$ cat src/rtl/lcd_write_ctrl_pkg.sv
// Shared constants, state encoding and command helpers for the character-LCD write controller.
package lcd_pkg;

  localparam logic [7:0] LCD_CMD_CLEAR  = 8'h01;
  localparam logic [7:0] LCD_CMD_DDRAM  = 8'h80;
  localparam logic [6:0] LCD_LINE2_ADDR = 7'h40;
  localparam logic [7:0] ASCII_LF       = 8'h0A;

  localparam int CMD_WAIT_DEFAULT   = 3;
  localparam int CLEAR_WAIT_DEFAULT = 152;
  localparam int COLS_DEFAULT       = 16;

  localparam logic [3:0] ST_WAIT_INIT  = 4'd0;
  localparam logic [3:0] ST_IDLE       = 4'd1;
  localparam logic [3:0] ST_CHAR_PULSE = 4'd2;
  localparam logic [3:0] ST_CHAR_WAIT  = 4'd3;
  localparam logic [3:0] ST_ADDR_PULSE = 4'd4;
  localparam logic [3:0] ST_ADDR_WAIT  = 4'd5;
  localparam logic [3:0] ST_CLR_PULSE  = 4'd6;
  localparam logic [3:0] ST_CLR_WAIT   = 4'd7;

  typedef enum logic [3:0] {
    S_WAIT_INIT  = ST_WAIT_INIT,
    S_IDLE       = ST_IDLE,
    S_CHAR_PULSE = ST_CHAR_PULSE,
    S_CHAR_WAIT  = ST_CHAR_WAIT,
    S_ADDR_PULSE = ST_ADDR_PULSE,
    S_ADDR_WAIT  = ST_ADDR_WAIT,
    S_CLR_PULSE  = ST_CLR_PULSE,
    S_CLR_WAIT   = ST_CLR_WAIT
  } state_t;

  typedef enum logic [1:0] {
    CMD_NONE,
    CMD_CHAR,
    CMD_ADDR,
    CMD_CLR
  } cmd_t;

  // Build a "set DDRAM address" instruction byte from a 7-bit display address.
  function automatic logic [7:0] ddram_cmd(input logic [6:0] addr);
    return LCD_CMD_DDRAM | {1'b0, addr};
  endfunction

endpackage

$ cat src/rtl/lcd_write_ctrl_if.sv
// Character channel from the UART receive path into the LCD write controller.
interface lcd_write_ctrl_if;

  logic [7:0] char_data;
  logic       char_valid;
  logic       char_ready;

  modport master (
    output char_data,
    output char_valid,
    input  char_ready
  );

  modport slave (
    input  char_data,
    input  char_valid,
    output char_ready
  );

endinterface

$ cat src/rtl/lcd_pulse_timer.sv
// One LCD bus transaction: a single-cycle E pulse, then RS/data held for wait_len+1 idle cycles.
module lcd_pulse_timer (
  input  logic       clk,
  input  logic       rst_n,
  input  logic       start,
  input  logic       abort,
  input  logic [7:0] wait_len,
  input  logic       cmd_rs,
  input  logic [7:0] cmd_byte,
  output logic       e,
  output logic       rs,
  output logic [7:0] data,
  output logic       done
);

  logic       waiting;
  logic [7:0] count;
  logic [7:0] len;

  assign done = waiting && (count == len);

  // A start on the same edge as done chains the next command with no gap cycle.
  always_ff @(posedge clk or negedge rst_n) begin
    if (!rst_n) begin
      e       <= 1'b0;
      rs      <= 1'b0;
      data    <= 8'h00;
      waiting <= 1'b0;
      count   <= 8'd0;
      len     <= 8'd0;
    end else if (abort) begin
      e       <= 1'b0;
      waiting <= 1'b0;
      count   <= 8'd0;
    end else if (start) begin
      e       <= 1'b1;
      rs      <= cmd_rs;
      data    <= cmd_byte;
      len     <= wait_len;
      waiting <= 1'b0;
      count   <= 8'd0;
    end else if (e) begin
      e       <= 1'b0;
      waiting <= 1'b1;
      count   <= 8'd0;
    end else if (waiting) begin
      if (count == len) begin
        waiting <= 1'b0;
        count   <= 8'd0;
      end else begin
        count <= count + 8'd1;
      end
    end
  end

endmodule

$ cat src/rtl/lcd_write_ctrl.sv
// Owns the LCD bus after init: writes received characters and manages the 16x2 cursor,
// line wrap, newline and full-screen clear.
module lcd_write_ctrl
  import lcd_pkg::*;
#(
  parameter int CMD_WAIT   = CMD_WAIT_DEFAULT,
  parameter int CLEAR_WAIT = CLEAR_WAIT_DEFAULT,
  parameter int COLS       = COLS_DEFAULT
) (
  input  logic                clk_1024,
  input  logic                reset_n,
  input  logic                init_complete_flag,
  input  logic                RW_init_lcd,
  input  logic                RS_init_lcd,
  input  logic [7:0]          data_init_lcd,
  input  logic                E_init_lcd,
  lcd_write_ctrl_if.slave     char_if,
  input  logic                clear_req,
  output logic                busy,
  output logic [4:0]          cursor_pos,
  output logic                RW,
  output logic                RS,
  output logic [7:0]          data,
  output logic                E
);

  localparam logic [7:0] CMD_LEN     = 8'(CMD_WAIT);
  localparam logic [7:0] CLEAR_LEN   = 8'(CLEAR_WAIT);
  localparam logic [5:0] LINE2_START = 6'(COLS);
  localparam logic [5:0] SCREEN_END  = 6'(2 * COLS);

  state_t     state;
  cmd_t       cmd;
  logic       start;
  logic       cmd_rs;
  logic [7:0] cmd_byte;
  logic [7:0] cmd_len;
  logic       timer_done;
  logic       timer_e;
  logic       timer_rs;
  logic [7:0] timer_data;
  logic [5:0] cursor_next;

  assign cursor_next = {1'b0, cursor_pos} + 6'd1;

  // Decide which command (if any) is launched on this edge; the timer and FSM both act on it.
  always_comb begin
    cmd = CMD_NONE;
    if (init_complete_flag) begin
      case (state)
        S_IDLE: begin
          if (clear_req) begin
            cmd = CMD_CLR;
          end else if (char_if.char_valid) begin
            if (char_if.char_data == ASCII_LF) begin
              cmd = ({1'b0, cursor_pos} < LINE2_START) ? CMD_ADDR : CMD_CLR;
            end else begin
              cmd = CMD_CHAR;
            end
          end
        end
        S_CHAR_WAIT: begin
          if (timer_done) begin
            if (cursor_next == LINE2_START) begin
              cmd = CMD_ADDR;
            end else if (cursor_next == SCREEN_END) begin
              cmd = CMD_CLR;
            end
          end
        end
        default: cmd = CMD_NONE;
      endcase
    end
  end

  always_comb begin
    start    = (cmd != CMD_NONE);
    cmd_rs   = 1'b0;
    cmd_byte = LCD_CMD_CLEAR;
    cmd_len  = CLEAR_LEN;
    case (cmd)
      CMD_CHAR: begin
        cmd_rs   = 1'b1;
        cmd_byte = char_if.char_data;
        cmd_len  = CMD_LEN;
      end
      CMD_ADDR: begin
        cmd_byte = ddram_cmd(LCD_LINE2_ADDR);
        cmd_len  = CMD_LEN;
      end
      default: ;
    endcase
  end

  lcd_pulse_timer u_timer (
    .clk      (clk_1024),
    .rst_n    (reset_n),
    .start    (start),
    .abort    (!init_complete_flag),
    .wait_len (cmd_len),
    .cmd_rs   (cmd_rs),
    .cmd_byte (cmd_byte),
    .e        (timer_e),
    .rs       (timer_rs),
    .data     (timer_data),
    .done     (timer_done)
  );

  // Losing init_complete_flag mid-command abandons everything and waits for a fresh init.
  always_ff @(posedge clk_1024 or negedge reset_n) begin
    if (!reset_n) begin
      state      <= S_WAIT_INIT;
      cursor_pos <= 5'd0;
    end else if ((state != S_WAIT_INIT) && !init_complete_flag) begin
      state      <= S_WAIT_INIT;
      cursor_pos <= 5'd0;
    end else begin
      case (state)
        S_WAIT_INIT: begin
          if (init_complete_flag) state <= S_IDLE;
        end
        S_IDLE: begin
          case (cmd)
            CMD_CLR:  state <= S_CLR_PULSE;
            CMD_ADDR: begin
              cursor_pos <= LINE2_START[4:0];
              state      <= S_ADDR_PULSE;
            end
            CMD_CHAR: state <= S_CHAR_PULSE;
            default:  ;
          endcase
        end
        S_CHAR_PULSE: state <= S_CHAR_WAIT;
        S_CHAR_WAIT: begin
          if (timer_done) begin
            cursor_pos <= cursor_next[4:0];
            case (cmd)
              CMD_ADDR: state <= S_ADDR_PULSE;
              CMD_CLR:  state <= S_CLR_PULSE;
              default:  state <= S_IDLE;
            endcase
          end
        end
        S_ADDR_PULSE: state <= S_ADDR_WAIT;
        S_ADDR_WAIT: begin
          if (timer_done) state <= S_IDLE;
        end
        S_CLR_PULSE: state <= S_CLR_WAIT;
        S_CLR_WAIT: begin
          if (timer_done) begin
            cursor_pos <= 5'd0;
            state      <= S_IDLE;
          end
        end
        default: state <= S_WAIT_INIT;
      endcase
    end
  end

  assign char_if.char_ready = (state == S_IDLE);
  assign busy               = (state != S_IDLE);

  assign RW   = init_complete_flag ? 1'b0       : RW_init_lcd;
  assign RS   = init_complete_flag ? timer_rs   : RS_init_lcd;
  assign data = init_complete_flag ? timer_data : data_init_lcd;
  assign E    = init_complete_flag ? timer_e    : E_init_lcd;

endmodule

$ cat src/flat_wrapper.sv
// flat-port wrapper written by rule: the top's interface ports become plain ports
module lcd_write_ctrl_flat import lcd_pkg::*;
#(
  parameter int CMD_WAIT   = CMD_WAIT_DEFAULT,
  parameter int CLEAR_WAIT = CLEAR_WAIT_DEFAULT,
  parameter int COLS       = COLS_DEFAULT
)
  (clk_1024, reset_n, init_complete_flag, RW_init_lcd, RS_init_lcd, data_init_lcd, E_init_lcd, clear_req, busy, cursor_pos, RW, RS, data, E, char_if_char_data, char_if_char_valid, char_if_char_ready);
  lcd_write_ctrl_if char_if_i ();
  input  logic clk_1024;
  input  logic reset_n;
  input  logic init_complete_flag;
  input  logic RW_init_lcd;
  input  logic RS_init_lcd;
  input  logic [7:0] data_init_lcd;
  input  logic E_init_lcd;
  input  logic clear_req;
  output logic busy;
  output logic [4:0] cursor_pos;
  output logic RW;
  output logic RS;
  output logic [7:0] data;
  output logic E;
  input wire logic [$bits(char_if_i.char_data)-1:0] char_if_char_data;
  input wire logic [$bits(char_if_i.char_valid)-1:0] char_if_char_valid;
  output wire logic [$bits(char_if_i.char_ready)-1:0] char_if_char_ready;
  assign char_if_i.char_data = char_if_char_data;
  assign char_if_i.char_valid = char_if_char_valid;
  assign char_if_char_ready = char_if_i.char_ready;
  lcd_write_ctrl #(.CMD_WAIT(CMD_WAIT), .CLEAR_WAIT(CLEAR_WAIT), .COLS(COLS)) u_core (.clk_1024(clk_1024), .reset_n(reset_n), .init_complete_flag(init_complete_flag), .RW_init_lcd(RW_init_lcd), .RS_init_lcd(RS_init_lcd), .data_init_lcd(data_init_lcd), .E_init_lcd(E_init_lcd), .char_if(char_if_i), .clear_req(clear_req), .busy(busy), .cursor_pos(cursor_pos), .RW(RW), .RS(RS), .data(data), .E(E));
endmodule
$ cat config.mk
export PLATFORM = sky130hd
export DESIGN_NAME = lcd_write_ctrl_flat
export DESIGN_NICKNAME = d
export VERILOG_FILES = /design/src/rtl/lcd_write_ctrl_pkg.sv /design/src/rtl/lcd_write_ctrl_if.sv /design/src/rtl/lcd_pulse_timer.sv /design/src/rtl/lcd_write_ctrl.sv /design/src/flat_wrapper.sv
export SDC_FILE = /design/constraint.sdc
export NUM_CORES = 1
export LEC_CHECK = 0
export BUFFER_PORTS_ARGS = -buffer_cell sky130_fd_sc_hd__clkbuf_2
export CAP_MARGIN = 20
export CORE_UTILIZATION = 45
export CTS_CLUSTER_DIAMETER = 100
export CTS_CLUSTER_SIZE = 40
export DETAILED_ROUTE_END_ITERATION = 8
export PLACE_DENSITY = 0.69
export SLEW_MARGIN = 25
export SYNTH_ARGS = -nofsm -noshare
export SYNTH_HDL_FRONTEND = slang
export SYNTH_SLANG_ARGS = --single-unit
$ cat constraint.sdc
create_clock -name clk_1024 -period 2.85 [get_ports clk_1024]
set_input_delay 0.1425 -clock clk_1024 [delete_from_list [all_inputs] [get_ports clk_1024]]
set_output_delay 0.1425 -clock clk_1024 [all_outputs]
set_load 0.01 [all_outputs]
; After elaboration in Yosys (flattened, before gate mapping)
; Cells that the tools add are included.
[word_totals]
out_inout_bits = 18
regBits = 36
inputBits = 24
[classes]
order_cmp = 1
n_eq_ne = 22
reduce_logical = 12
n_mux = 40
add_sub_neg = 2
[ops]
columns = cell, n
row1 = 8-bit two-way mux, 7
row2 = 4-bit one-hot mux with 7 select lines, 1
row3 = 5-bit two-way mux, 4
row4 = 4-bit by 3-bit equality test with 1-bit output (second input constant), 4
row5 = 4-bit two-way mux, 4
row6 = 8-bit one-hot mux with 2 select lines, 1
row7 = 5-bit one-hot mux with 3 select lines, 1
row8 = 2-bit two-way mux, 7
row9 = 1-bit two-way mux, 12
row10 = 3-bit by 1-bit inequality test with 1-bit output (second input constant), 4
row11 = 4-bit one-hot mux with 3 select lines, 1
row12 = 8-bit by 1-bit adder with 8-bit output (second input constant), 1
row13 = 4-bit by 2-bit equality test with 1-bit output (second input constant), 2
row14 = 8-bit by 4-bit equality test with 1-bit output (second input constant), 1
row15 = 8-bit equality test, 1
row16 = 4-bit by 1-bit inequality test with 1-bit output (second input constant), 2
row17 = 4-bit AND reduction, 2
row18 = 4-bit nonzero test, 2
row19 = 5-bit by 1-bit adder with 6-bit output (second input constant), 1
row20 = 6-bit by 5-bit equality test with 1-bit output (second input constant), 1
row21 = 6-bit equality test (second input constant), 1
row22 = 3-bit one-hot mux with 2 select lines, 1
row23 = 5-bit less-than comparator (second input constant), 1
row24 = 5-bit by 1-bit inequality test with 1-bit output (second input constant), 1
row25 = 11 further kinds, 14

; Depth between registers and ports, before layout
[depth]
depth_word = 12
mapped_depth = 9
mapped_depth_nobuf = 7

; Cells and area by module
; From an unflattened synthesis, not the netlist that was laid out.
[hier_totals]
cells_unflattened = 206
hier_area_um2 = 2140.8
[by_module_without_submodules]
columns = mod, seq_area_each_um2, area_each_um2, instances, cells_per_inst
row1 = lcd_pulse_timer, 675.6, 1226.2, 1, 99
row2 = lcd_write_ctrl, 200.2, 914.6, 1, 107

; Worst setup path after synthesis
; No wires, ideal clock.
[synth_timing]
path_type = register to register
startpoint = reg u_core.cursor_pos[0]
endpoint = reg u_core.u_timer.data[1]
path_buffers = 0
setup_slack_ps = 830
setup_ps = 119
path_stages_with_launch = 8
arrival_time_ps = 1901
path_cell_list = dfrtp_1 > ha_1 > nand3_1 > nor4_1 > nand3_4 > a21oi_4 > mux2i_1 > nor2_1
[synth_between]
elab_chain_len = 9
word_cells_on_any_way = 18
classes_between = 1 x add/sub / 1 x order compare / 4 x eq/ne / 10 x mux / 2 x reduce/logical
[synth_rtl]
columns = element, line
row1 = "start, declared", lcd_write_ctrl.sv:20  ; output logic [4:0] cursor_pos,
row2 = "start signal, assigned", lcd_write_ctrl.sv:126  ; cursor_pos <= LINE2_START[4:0];
row3 = "start signal, assigned", lcd_write_ctrl.sv:136  ; cursor_pos <= cursor_next[4:0];
row4 = 5-bit by 1-bit adder with 6-bit output / 5-bit less-than comparator (equally long branches), "lcd_write_ctrl.sv:44, lcd_write_ctrl.sv:56"
row5 = 6-bit equality test / 1-bit two-way mux (equally long branches), "lcd_write_ctrl.sv:66, lcd_write_ctrl.sv:56"
row6 = 2-bit two-way mux (on tied branches), "lcd_write_ctrl.sv:66, lcd_write_ctrl.sv:55"
row7 = 2-bit two-way mux (on tied branches), "lcd_write_ctrl.sv:64, lcd_write_ctrl.sv:54"
row8 = 2-bit two-way mux (on tied branches), "lcd_write_ctrl.sv:63, lcd_write_ctrl.sv:52"
row9 = 2-bit one-hot mux with 2 select lines (*), lcd_write_ctrl.sv:50  ; case (state)
row10 = 2-bit two-way mux (*), lcd_write_ctrl.sv:49  ; if (init_complete_flag) begin
row11 = 2-bit equality test (tied with other cells), lcd_write_ctrl.sv:81  ; case (cmd)
row12 = 8-bit one-hot mux with 2 select lines / 2-bit AND reduction (equally long branches), --
row13 = "end signal, assigned", lcd_pulse_timer.sv:38  ; data <= cmd_byte;
row14 = "end, declared", lcd_pulse_timer.sv:12  ; output logic [7:0] data,
; Mark *: on every way between the ends. The rest lies on a longest branch, timed or not.
; A chain may end at the register's enable or synchronous reset.

; Worst setup path after layout
[layout_timing]
startpoint = reg u_core.cursor_pos[0]
endpoint = reg u_core.u_timer.data[3]
; Same word-level chain as after synthesis.

==> flow_summary.yaml <==
synth:
  synth_fp_nets: 209
  ys_ff_latch: 29
  ys_async_sr_fraction_pct: 100.0
  synthCells: 183
  syn_area_mm2: 0.001794
  yosys-top-cells-area: "dfrtp_1 (40%), mux2_2 (6.3%), nor2_1 (4.6%), nand2_1 (3.6%), mux2i_1 (3.3%)"
  yosysTopAreaCell: "dfrtp_1"
  yosysTopAreaCellShare_pct: 40.45
  yosysMostFrequentCell: "dfrtp_1"
  synth_cell_type_count: 51
  synth-warning-count: 0
  synth_seq_area_share_pct: 40.45
  synthFlopType: "dfrtp_1"
  synthTopCellsByCount: "dfrtp_1 (29), nor2_1 (22), nand2_1 (17), mux2_2 (10), a21oi_1 (9)"
  avgSynthCellArea_um2: 9.804
  synth_edf_count: 0
worst_setup_path:
  worst-r2r-setup-slack_ns: 0.64
  critPathSlowestCell: "nor4_1"
  slowest_delay_ns: 0.48
  cp-start-kind: "register"
  path_max_fanout: 10
  endpoint_kind: "register"
  crit_required_ns: 3.01
  crit_chain: "ha_1 > nand3_1 > nor4_1 > nand3_4 > a21oi_4 > mux2i_1 > nor2_1"
  worstPathArrival_ns: 2.37
  criticalPathCategory: "register to register"
  r2r_cells: 7
layout:
  multi_input_area_um2: 997.2
  drive_above_1_share_pct: 34.51
  n_fill_cell: 346
  n_antenna_cell: 0
  seq_area_um2: 725.7
  instances_no_fill: 274
  syn2layout_area_growth_pct: 17.43
  nets: 251
placement:
  portBuffers: 41
  dpl.cell_count: 265
  routabilityCongestion: 0.7940
  dp_hpwl_mm: 2.755
  dp_worst_setup_slack_ns: 0.6687
power_and_ir_drop:
  p_per_area_mw_per_mm2: 547.5
  p_leak_uw: 0.0009527
  peakVddDrop_uv: 295.3
clock_network:
  clk_root_buffer_cell: "clkbuf_8"
  numCtsBuffers: 5
  post_cts_buffers: 0
  clk_latency_ns: 0.27
  hold_buffers: 1
  cts_max_path_buffers: 2
  clkTransAtPathRegs_ns: 0.06
  htreeDepth: 2
  clock_sinks: 29
  cts-resized-gates: 0
  tritoncts: "built"
die:
  start_util_pct: 47.93
  dieHeight_um: 65.15
  fp.dieArea_mm2: 0.004244
  coreArea_mm2: 0.003744
  fp-row-count: 22
  die_w_um: 65.15
  io_pins: 42
routing:
  totalWireLength_mm: 3.676
  drc: 0
  avgViaCountPerCell: 5.387
  num_vias: 1476
  firstDrtPassIters: 4
  antenna_left: 0
  dr.first_iter.drc_count: 57
  avgRoutedWirePerCell_um: 13.42
grt:
  grt_pass1_wl_mm: 6.203
  antenna_found_initial: 0
  grt_use_total_pct: 19.31
  grt_pass1_vias: 1337
  grt_max_degree: 30
  overflow: 0
job:
  drv_cap: 0
timing:
  hold_viol: 0
  slew_viol_final: 0
  finalSetupTns_ns: 0
  fin_crit_sh_pct: 77.39
  skew_ns: 0.002816
  slew_headroom_pct: 51.64
  fin_ws_ns: 0.6443
  tightest_slew_ns: 0.7254
  setup_viol: 0
  layout_min_cycle_time_ns: 2.206
  max_freq_ghz: 0.4534
  rsz0062_at_grt: "no"
outcome:
  status: "complete, no violations"
hold_path:
  hold_class: "input port to register"
  min_path_cells: 3
==> critical path: cells and delay by family, from the launching register on <==
| family | cells | cell delay [ns] |
|---|---|---|
| compound gates | 1 | 0.38 |
| fa+ha+maj | 1 | 0.24 |
| flops | 1 | 0.44 |
| mux | 1 | 0.24 |
| simple gates | 4 | 0.80 |
==> worst paths after layout <==
path                                      startpoint                endpoint
worst min-delay path            char_if_char_data[7]  u_core.u_timer.data[7]
max in group asynchronous                    reset_n         u_core.state[2]
min in group asynchronous                    reset_n         u_core.state[0]
worst max-delay path            u_core.cursor_pos[0]  u_core.u_timer.data[3]
worst max register to register  u_core.cursor_pos[0]  u_core.u_timer.data[3]
worst min register to register     u_core.u_timer.rs       u_core.u_timer.rs
==> area by class of cell <==
| class | instances | share of cell area (%) |
|---|---|---|
| clock inverters | 3 | 0.8314 |
| inverters | 6 | 1.069 |
| clock buffers | 5 | 3.266 |
| well taps | 48 | 2.850 |
| repair buffers | 42 | 10.21 |
| multi-input cells | 141 | 47.33 |
| flip-flops and latches | 29 | 34.44 |
==> metrics by stage <==
| stage | cell area, um^2 | power (uW) | hold WS, ns | utilization (%) |
|---|---|---|---|---|
| after global placement | 2011 | 833.3 | 0.2385 | 53.71 |
| after detailed placement | 2011 | 836.0 | 0.2418 | 53.71 |
| after global routing | 2107 | 1228 | 0.09990 | 56.28 |
| final | 2107 | 1154 | 0.1014 | 56.28 |
| after floorplan | 1794 | 739.0 | -0.1531 | - |
| after CTS | 2107 | 1167 | 0.09486 | 56.28 |
==> cell usage in the layout, fill, tap and decap left out, types with 2 or more instances in the layout <==
cell and n:
nor3_1 4, nand3b_1 2, a2bb2oi_2 2, clkbuf_8 5, clkinv_2 2, o31ai_1 3, nand3_1 8, nand2b_1 3
inv_1 6, nor4_1 2, and3_2 4, clkbuf_2 41, o22ai_1 2, ha_1 2, a21oi_1 9, o21ai_0 4
and4_1 2, nand2_1 17, xnor2_1 2, dfrtp_1 29, mux2_2 10, a31oi_1 2, xor2_1 5, nor2_1 22
nor4bb_1 2, o211ai_1 2, mux2i_1 6, nand4_1 5
==> cell families after synthesis <==
kind of cell,Yosys count,synth area share (%)
adders and majority gates,2,1.394
AOI/OAI and AO/OA,35,16.81
xor gates and xnor gates,7,3.417
and+or+nand+nor,81,24.34
muxes,16,9.624
buffers and inverters,13,3.974
DFF,29,40.45
==> flip-flops by register name, summed over array words and instances (netlist names) <==
name                    cells
u_core.u_timer.count        8
u_core.u_timer.data         8
u_core.cursor_pos           5
u_core.state                3
u_core.u_timer.len          2
u_core.u_timer.e            1
u_core.u_timer.rs           1
u_core.u_timer.waiting      1
==> where the power goes <==
part | switching [uW] | internal (uW)
clock | 157 | 168
sequential | 56.8 | 472
combinational | 153 | 146
total | 367 | 787
==> metal layers <==
| metal | vias up | GRT usage (%) | wire, um |
|---|---|---|---|
| met2 | 44 | 29.82 | 1621 |
| li1 | 749 | - | - |
| met5 | - | 0 | 0 |
| met3 | 2 | 4.514 | 216 |
| met1 | 681 | 26.17 | 1820 |
| met4 | 0 | 7.609 | 17 |
Note: power is estimated with default switching activity, not from simulation.
